[config.mk]
export PLATFORM = sky130hd
export DESIGN_NAME = apb_req_arbiter
export DESIGN_NICKNAME = d
export VERILOG_FILES = /design/src/rtl/apb_req_arbiter_pkg.sv /design/src/rtl/apb_req_arbiter_rr_picker.sv /design/src/rtl/apb_req_arbiter.sv
export SDC_FILE = /design/constraint.sdc
export NUM_CORES = 1
export LEC_CHECK = 0
export CORE_MARGIN = 4
export CORE_UTILIZATION = 35
export CTS_BUF_LIST = sky130_fd_sc_hd__clkbuf_2
export DETAILED_ROUTE_END_ITERATION = 8
export PLACE_DENSITY = 0.81
export SLEW_MARGIN = 20
export SYNTH_ARGS = -nofsm -noshare
export SYNTH_HDL_FRONTEND = slang
export SYNTH_SLANG_ARGS = --single-unit
[constraint.sdc]
create_clock -name PCLK -period 1.4 [get_ports PCLK]
set_input_delay 0.42 -clock PCLK [delete_from_list [all_inputs] [get_ports PCLK]]
set_output_delay 0.42 -clock PCLK [all_outputs]
set_load 0.005 [all_outputs]
[src/rtl/apb_req_arbiter_pkg.sv]
// Shared definitions for the APB requester arbiter: FSM encoding and bus widths.
package apb_arb_defs;

  localparam int APB_AW = 32;
  localparam int APB_DW = 32;

  typedef enum logic [1:0] {
    IDLE  = 2'd0,
    ISSUE = 2'd1,
    WAIT  = 2'd2,
    RESP  = 2'd3
  } arb_state_t;

endpackage

[src/rtl/apb_req_arbiter_rr_picker.sv]
// Round-robin picker: first set request scanning upward from i_ptr, wrapping at NUM_REQ.
module rr_picker #(
  parameter int NUM_REQ = 2,
  parameter int ID_W    = 1
) (
  input  logic [NUM_REQ-1:0] i_req,
  input  logic [ID_W-1:0]    i_ptr,
  output logic [NUM_REQ-1:0] o_grant,
  output logic [ID_W-1:0]    o_grant_id,
  output logic               o_any
);

  logic [ID_W:0]   w_sum;
  logic [ID_W-1:0] w_idx;

  // Scan offsets from farthest to nearest so the nearest set bit overwrites the rest.
  always_comb begin
    o_grant    = '0;
    o_grant_id = '0;
    o_any      = |i_req;
    w_sum      = '0;
    w_idx      = '0;
    for (int off = NUM_REQ - 1; off >= 0; off--) begin
      w_sum = {1'b0, i_ptr} + (ID_W+1)'(off);
      if (w_sum >= (ID_W+1)'(NUM_REQ)) begin
        w_sum = w_sum - (ID_W+1)'(NUM_REQ);
      end
      w_idx = w_sum[ID_W-1:0];
      if (i_req[w_idx]) begin
        o_grant        = '0;
        o_grant[w_idx] = 1'b1;
        o_grant_id     = w_idx;
      end
    end
  end

endmodule

[src/rtl/apb_req_arbiter.sv]
// Shares one APB master among NUM_REQ requesters: round-robin accept, one-cycle
// transEn, completion tracked from the bus handshake, read data routed back.
module apb_req_arbiter
  import apb_arb_defs::*;
#(
  parameter int NUM_REQ = 2,
  parameter int ID_W    = 1
) (
  input  logic                    PCLK,
  input  logic                    PRESETn,
  input  logic [NUM_REQ-1:0]      req_valid,
  input  logic [NUM_REQ-1:0]      req_write,
  input  logic [NUM_REQ*APB_AW-1:0] req_addr,
  input  logic [NUM_REQ*APB_DW-1:0] req_wdata,
  output logic [NUM_REQ-1:0]      req_ready,
  output logic [NUM_REQ-1:0]      rsp_valid,
  output logic [APB_DW-1:0]       rsp_rdata,
  output logic                    m_trans_en,
  output logic                    m_write,
  output logic [APB_AW-1:0]       m_addr,
  output logic [APB_DW-1:0]       m_wdata,
  input  logic                    apb_psel,
  input  logic                    apb_penable,
  input  logic                    apb_pready,
  input  logic [APB_DW-1:0]       apb_prdata,
  output logic                    busy,
  output logic [ID_W-1:0]         grant_id,
  output arb_state_t              dbg_state
);

  arb_state_t          r_state;
  arb_state_t          w_next;
  logic [ID_W-1:0]     r_rr_ptr;
  logic [ID_W-1:0]     r_grant_id;
  logic                r_write;
  logic [APB_AW-1:0]   r_addr;
  logic [APB_DW-1:0]   r_wdata;
  logic [APB_DW-1:0]   r_rdata;

  logic [NUM_REQ-1:0]  w_grant;
  logic [ID_W-1:0]     w_win_id;
  logic                w_any;
  logic                w_accept;
  logic                w_xfer_done;
  logic [APB_AW-1:0]   w_sel_addr;
  logic [APB_DW-1:0]   w_sel_wdata;

  rr_picker #(
    .NUM_REQ (NUM_REQ),
    .ID_W    (ID_W)
  ) u_picker (
    .i_req      (req_valid),
    .i_ptr      (r_rr_ptr),
    .o_grant    (w_grant),
    .o_grant_id (w_win_id),
    .o_any      (w_any)
  );

  assign w_accept    = (r_state == IDLE) && w_any;
  assign w_xfer_done = apb_psel & apb_penable & apb_pready;

  always_comb begin
    w_sel_addr  = req_addr[APB_AW*int'(w_win_id) +: APB_AW];
    w_sel_wdata = req_wdata[APB_DW*int'(w_win_id) +: APB_DW];
  end

  always_ff @(posedge PCLK or negedge PRESETn) begin
    if (!PRESETn) begin
      r_state <= IDLE;
    end else begin
      r_state <= w_next;
    end
  end

  always_comb begin
    w_next = r_state;
    case (r_state)
      IDLE:    if (w_any) w_next = ISSUE;
      ISSUE:   w_next = WAIT;
      WAIT:    if (w_xfer_done) w_next = RESP;
      RESP:    w_next = IDLE;
      default: w_next = IDLE;
    endcase
  end

  // Valid/ready: a requester is accepted in the IDLE cycle where its req_valid and
  // req_ready are both high; ready is held low while reset is asserted.
  always_comb begin
    req_ready  = '0;
    rsp_valid  = '0;
    m_trans_en = 1'b0;
    busy       = (r_state != IDLE);
    if (r_state == IDLE && PRESETn) begin
      req_ready = w_grant;
    end
    if (r_state == ISSUE) begin
      m_trans_en = 1'b1;
    end
    if (r_state == RESP) begin
      rsp_valid[r_grant_id] = 1'b1;
    end
  end

  // The command registers move only on an accept edge, keeping the master's
  // pass-through address/data stable for the whole transfer.
  always_ff @(posedge PCLK or negedge PRESETn) begin
    if (!PRESETn) begin
      r_rr_ptr   <= '0;
      r_grant_id <= '0;
      r_write    <= 1'b0;
      r_addr     <= '0;
      r_wdata    <= '0;
      r_rdata    <= '0;
    end else begin
      if (w_accept) begin
        r_write    <= req_write[w_win_id];
        r_addr     <= w_sel_addr;
        r_wdata    <= w_sel_wdata;
        r_grant_id <= w_win_id;
      end
      if (r_state == WAIT && w_xfer_done) begin
        r_rdata <= apb_prdata;
      end
      if (r_state == RESP) begin
        r_rr_ptr <= (r_grant_id == ID_W'(NUM_REQ - 1)) ? '0 : r_grant_id + ID_W'(1);
      end
    end
  end

  assign m_write   = r_write;
  assign m_addr    = r_addr;
  assign m_wdata   = r_wdata;
  assign rsp_rdata = r_rdata;
  assign grant_id  = r_grant_id;
  assign dbg_state = r_state;

endmodule

==> Word-level counts from Yosys, hierarchy flattened <==
Index checks and enable logic that the tools add are counted.
{ "word_totals": {"inputBits": 169, "regBits": 101} }
{ "op_classes": {"reduce_logical": 10, "mux": 25, "n_bitwise": 2, "n_shift": 2, "add_sub_neg": 4, "n_eq_ne": 5, "order_cmp": 9} }
{ "ops": {"columns": ["operator", "count"], "rows": [
  ["indexed part select 64 x 7 -> 32 bit", 2],
  ["2-to-1 mux 1 bit", 15],
  ["2-to-1 mux 2 bit", 6],
  ["less-than comparator 1 x 2 -> 1 bit, second input constant", 4],
  ["case mux 2 bit (4 select lines)", 1],
  ["logical AND 1 bit", 6],
  ["== test 2 bit, second input constant", 2],
  ["inequality test 2 bit, second input constant", 2],
  ["demux 1 bit (select 1 bit)", 3],
  ["greater-or-equal comparator 1 bit, second input constant", 3],
  ["adder 1 x 1 -> 2 bit, second input constant", 1],
  ["AND 1 bit", 2],
  ["== test 2 x 1 -> 1 bit, second input constant", 1],
  ["greater-or-equal comparator 1 x 2 -> 1 bit, second input constant", 1],
  ["greater-or-equal comparator 2 bit, second input constant", 1],
  ["logical NOT 2 bit", 1],
  ["AND reduction 2 bit", 1],
  ["nonzero test 2 bit", 1],
  ["OR reduction 2 bit", 1],
  ["subtractor 1 bit, second input constant", 2],
  ["adder 1 bit, second input constant", 1]
]} }

==> Logic depth before layout (Yosys ltp) <==
{ "logic_depth": {"ltp_word": 10, "ltp_mapped": 8} }

==> Modules after synthesis <==
From an unflattened synthesis, not the netlist that was laid out.
{ "hier_totals": {"hier_cells": 379, "hier_area_um2": 4763.3} }
{ "modules_own_cells": {"columns": ["mod", "cells_each", "n_inst", "area_each_um2", "seq_area_each_um2"], "rows": [
  ["apb_req_arbiter", 374, 1, 4730.8, 2527.4],
  ["rr_picker", 5, 1, 32.5, 0.0]
]} }

==> Least setup slack after synthesis <==
OpenSTA, ideal clock, no wires.
{ "synth_timing": {"path_type": "register -> register", "from": "register r_state[0], in the netlist dbg_state[0]", "to": "register r_rdata[10], in the netlist rsp_rdata[10]", "required_time_ps": 1272, "stages_incl_launch_ff": 6, "setup_ps": 128, "period_less_slack_ps": 1472, "arrival_ps": 1345, "path_slack_ps": -72, "path_cell_list": "dfrtp_1 inv_1 ha_1 nand4_2 buf_2 mux2_1"} }
{ "synth_between": {"elab_chain_cells": 2} }
{ "synth_rtl": {"columns": ["item", "line", "text"], "rows": [
  ["start, declared", "apb_req_arbiter.sv:31", "arb_state_t r_state;"],
  ["start signal, assigned", "apb_req_arbiter.sv:71", "r_state <= w_next;"],
  ["== test 2 bit", "apb_req_arbiter.sv:121", "if (r_state == WAIT && w_xfer_done) begin"],
  ["logical AND 1 bit", "apb_req_arbiter.sv:121", null],
  ["end signal, assigned", "apb_req_arbiter.sv:122", "r_rdata <= apb_prdata;"],
  ["end, declared", "apb_req_arbiter.sv:38", "logic [APB_DW-1:0] r_rdata;"]
]} }
Every way passes these cells.
A chain may end at the register's enable or synchronous reset.

==> Worst setup path after layout <==
{ "layout_timing": {"from": "register r_state[0], in the netlist dbg_state[0]", "to": "output rsp_valid[1]"} }
{ "layout_between": {"elab_chain_cells": 2} }
{ "layout_rtl": {"columns": ["item", "line", "text"], "rows": [
  ["== test 2 bit", "apb_req_arbiter.sv:99", "if (r_state == RESP) begin"],
  ["2-to-1 mux 2 bit", "apb_req_arbiter.sv:99", null],
  ["end, declared", "apb_req_arbiter.sv:16", "output logic [NUM_REQ-1:0] rsp_valid,"]
]} }
Every way passes these cells.

==> flow_summary_export.csv <==
group,metric,value,unit
sta,finalWorstSetupSlack,-0.668,ns
place,place_inst,889,
die,start_util,0.363,
power,ir_drop,1.06,mV
routing,num_vias,5481,
clock_tree,clockRootBuffer,"clkbuf_2",
clock_tree,cts.clk_slew.worst_paths,0.30,ns
yosys,syn-num-nets,640,
clock_tree,cts_buffers,9,
critical_path,critPathSlowestCell,"dfrtp_2",
critical_path,cp.required,0.98,ns
power,switching_share,0.371,
sta,setup_tns,-64.44,ns
sta,worst_pin_slew,0.721,ns
routing,drt-wirelength-per-cell,21.3,um
critical_path,crit_family,"flip-flops",
min_path,hold_start,"req_addr[48]",
critical_path,end_kind,"output pin",
die,core,12800,um^2
die,ios,275,
power,internal_power,11.4,mW
critical_path,reg2regPathDepth,10,
cells_and_area,layout_common_cells,"166 x clkdlybuf4s50_1, 100 x dfrtp_1, 98 x buf_2",
power,switchingPower,6.73,mW
place,numPortBuffers,274,
cells_and_area,syn_to_final_growth,97.7,%
critical_path,crit_chain,"buf_4 -> ha_4 -> and2_4 -> buf_6",
routing,drt_iter0_drc,527,
sta,finalCriticalPeriod,2.07,ns
routing,drtAntennaViolNets,0,
global_route,grt_pass1_vias,5359,
routing,wl,21.5,mm
yosys,yosys_warnings,0,
clock_tree,cts_tree,"yes",
place,gp_congestion,0.766,
yosys,ys_ff_latch,101,
die,rows,41,
yosys,avgSynthCellArea,9.97,um^2
job,drv_cap,0,
sta,finalCritPeriodShare,1.48,
routing,via_per_inst,5.43,
cells_and_area,final_nets,1005,
power,combPwrFrac,0.636,
critical_path,cp_max_fo,3,
cells_and_area,final_common_cell,"clkdlybuf4s50_1",
global_route,grt_usage,0.249,
power,leakagePower,3.96,nW
run_status,outcome,"finished, violations left",
global_route,grt_pass1_wl,28.9,mm
critical_path,cp.arrival,1.65,ns
routing,dr.pass1.iters,5,
routing,drc,0,
power,p_total,18.1,mW
sta,hold_violations,0,
power,seq_power_share,0.285,
clock_tree,cts.sinks,101,
critical_path,r2r_end,"rsp_rdata[0]",
power,p_clk_frac,0.079,
cells_and_area,fin_cells,1010,
sta,setup_violations,205,
yosys,syn_area,4660,um^2
place,hpwlAfterDp,11.9,mm
die,die_h,123,um
clock_tree,insertion_delay,0.62,ns
critical_path,cp-endpoint,"rsp_valid[1]",
critical_path,critPathLaunch,"dbg_state[0]",
min_path,min_path_type,"primary input to flip-flop",
global_route,grt_max_degree,66,
sta,maxSlewHeadroom,0.519,
yosys,synth_cell_types,27,
sta,fin_skew,0.0341,ns
critical_path,crit_cells,4,
clock_tree,cts_max_level,3,
yosys,syn_inst,467,
critical_path,max_stage_delay,0.48,ns
place,dpl_worst_slack,-0.857,ns
yosys,ys_seq_area_frac,0.543,
sta,maxSlewViolCount,0,
die,die_w,123,um
global_route,overflow,0,
sta,rsz0062_at_grt,"true",
critical_path,path_class,"flip-flop to output pin",
critical_path,reg2reg_setup_slack,-0.52,ns
sta,fmax,0.484,GHz
die,die_area,15200,um^2
critical_path,start_kind,"flip-flop",
run_status,violations,"setup timing",
global_route,antenna_found_initial,1,
clock_tree,clk_path_buf_depth,2,
critical_path,timing.rr.start,"dbg_state[0]",
critical_path,crit_buf_inv,2,
cells_and_area,drive_gt1_frac,0.406,
power,p_per_area,1970,nW/um^2
==> per-stage QoR <==
stage                     cell area, um^2  hold WS (ns)   util
after floorplan                      4740         0.124      -
after global placement               7600         0.374  0.593
after detailed placement             7600         0.382  0.593
after CTS                            8160         0.266  0.636
after global routing                 9210         0.269  0.718
final                                9210         0.334  0.718
==> cell usage after synthesis, drive strengths merged <==
library cell	count	area (um^2)
a21oi	1	5.00
a22o	1	8.76
a22oi	1	7.51
a31oi	65	407
and2	1	6.26
and2b	1	7.51
and3	1	6.26
buf	43	264
clkbuf	4	15.0
dfrtp	101	2530
ha	4	50.1
inv	4	15.0
mux2	33	372
nand2	1	3.75
nand2b	1	6.26
nand3	67	335
nand4	1	12.5
nor2	69	259
nor2b	1	6.26
o21a	1	8.76
o21ai	65	325
o22a	1	8.76
==> final cells by class <==
class                           count  area [um^2]
Timing Repair Buffer              401         3740
Multi-Input combinational cell    315         2590
Inverter                            4         15.0
Clock buffer                       10         50.0
Fill cell                         866         3620
Clock inverter                      6         62.6
Antenna cell                        1         2.50
Sequential cell                   101         2530
Tap cell                          172          215
==> routing by layer <==
metal	GRT usage	part of all wire	vias up	wire length, um
met5	0	0	-	0
met1	0.291	0.37	2692	8000
met2	0.431	0.51	303	11000
met4	0.111	0.045	0	972
met3	0.0608	0.072	71	1540
li1	-	-	2415	-
==> cell families (layout without fill, tap and decap cells) <==
group           after synthesis  in the layout  synth area share
flops                       101            101             0.543
compound gates              135            135             0.166
other cells                   0              1                 0
buf+inv                      51            421            0.0631
fa+ha+maj                     4              4            0.0107
mux                          33             33            0.0798
simple gates                143            143             0.138
==> worst min-delay path by stage <==
stage	to	slack, ns	cells past startpoint
after floorplan	dbg_state[0]	0.12	0
after global placement	dbg_state[0]	0.37	2
after detailed placement	r_rr_ptr	0.38	2
after CTS	grant_id	0.27	3
after global routing	m_wdata[21]	0.27	3
final	m_addr[16]	0.33	3
==> power groups by stage <==
stage	Clock (mW)	Combinational, mW	Sequential [mW]
detailed placement	0	7.39	5.26
finish	1.44	11.5	5.17
CTS	1.48	8.67	5.11
floorplan	0	2.87	5.32
global route	1.60	12.1	5.31
global placement	0	7.19	5.14
==> timing repair <==
action,in CTS,in global routing
gates cloned,12,5
endpoints found under the hold margin,38,0
resized for setup,490,93
pin swaps,5,4
hold buffers,1,0
setup buffers,44,53
endpoints found under the setup margin,204,205
==> flip-flops by register name, indices dropped and copies added, names as in the netlist <==
register / flops
dbg_state: 2
grant_id: 1
m_addr: 32
m_wdata: 32
m_write: 1
r_rr_ptr: 1
rsp_rdata: 32
==> tightest hold or removal path: cells and delay by family <==
family                 cells  cell delay, ns
buffers and inverters      1            0.41
AND/OR/NAND/NOR            1            0.07
AO/OA/AOI/OAI              1            0.08
Power figures use the tool's default switching activity.
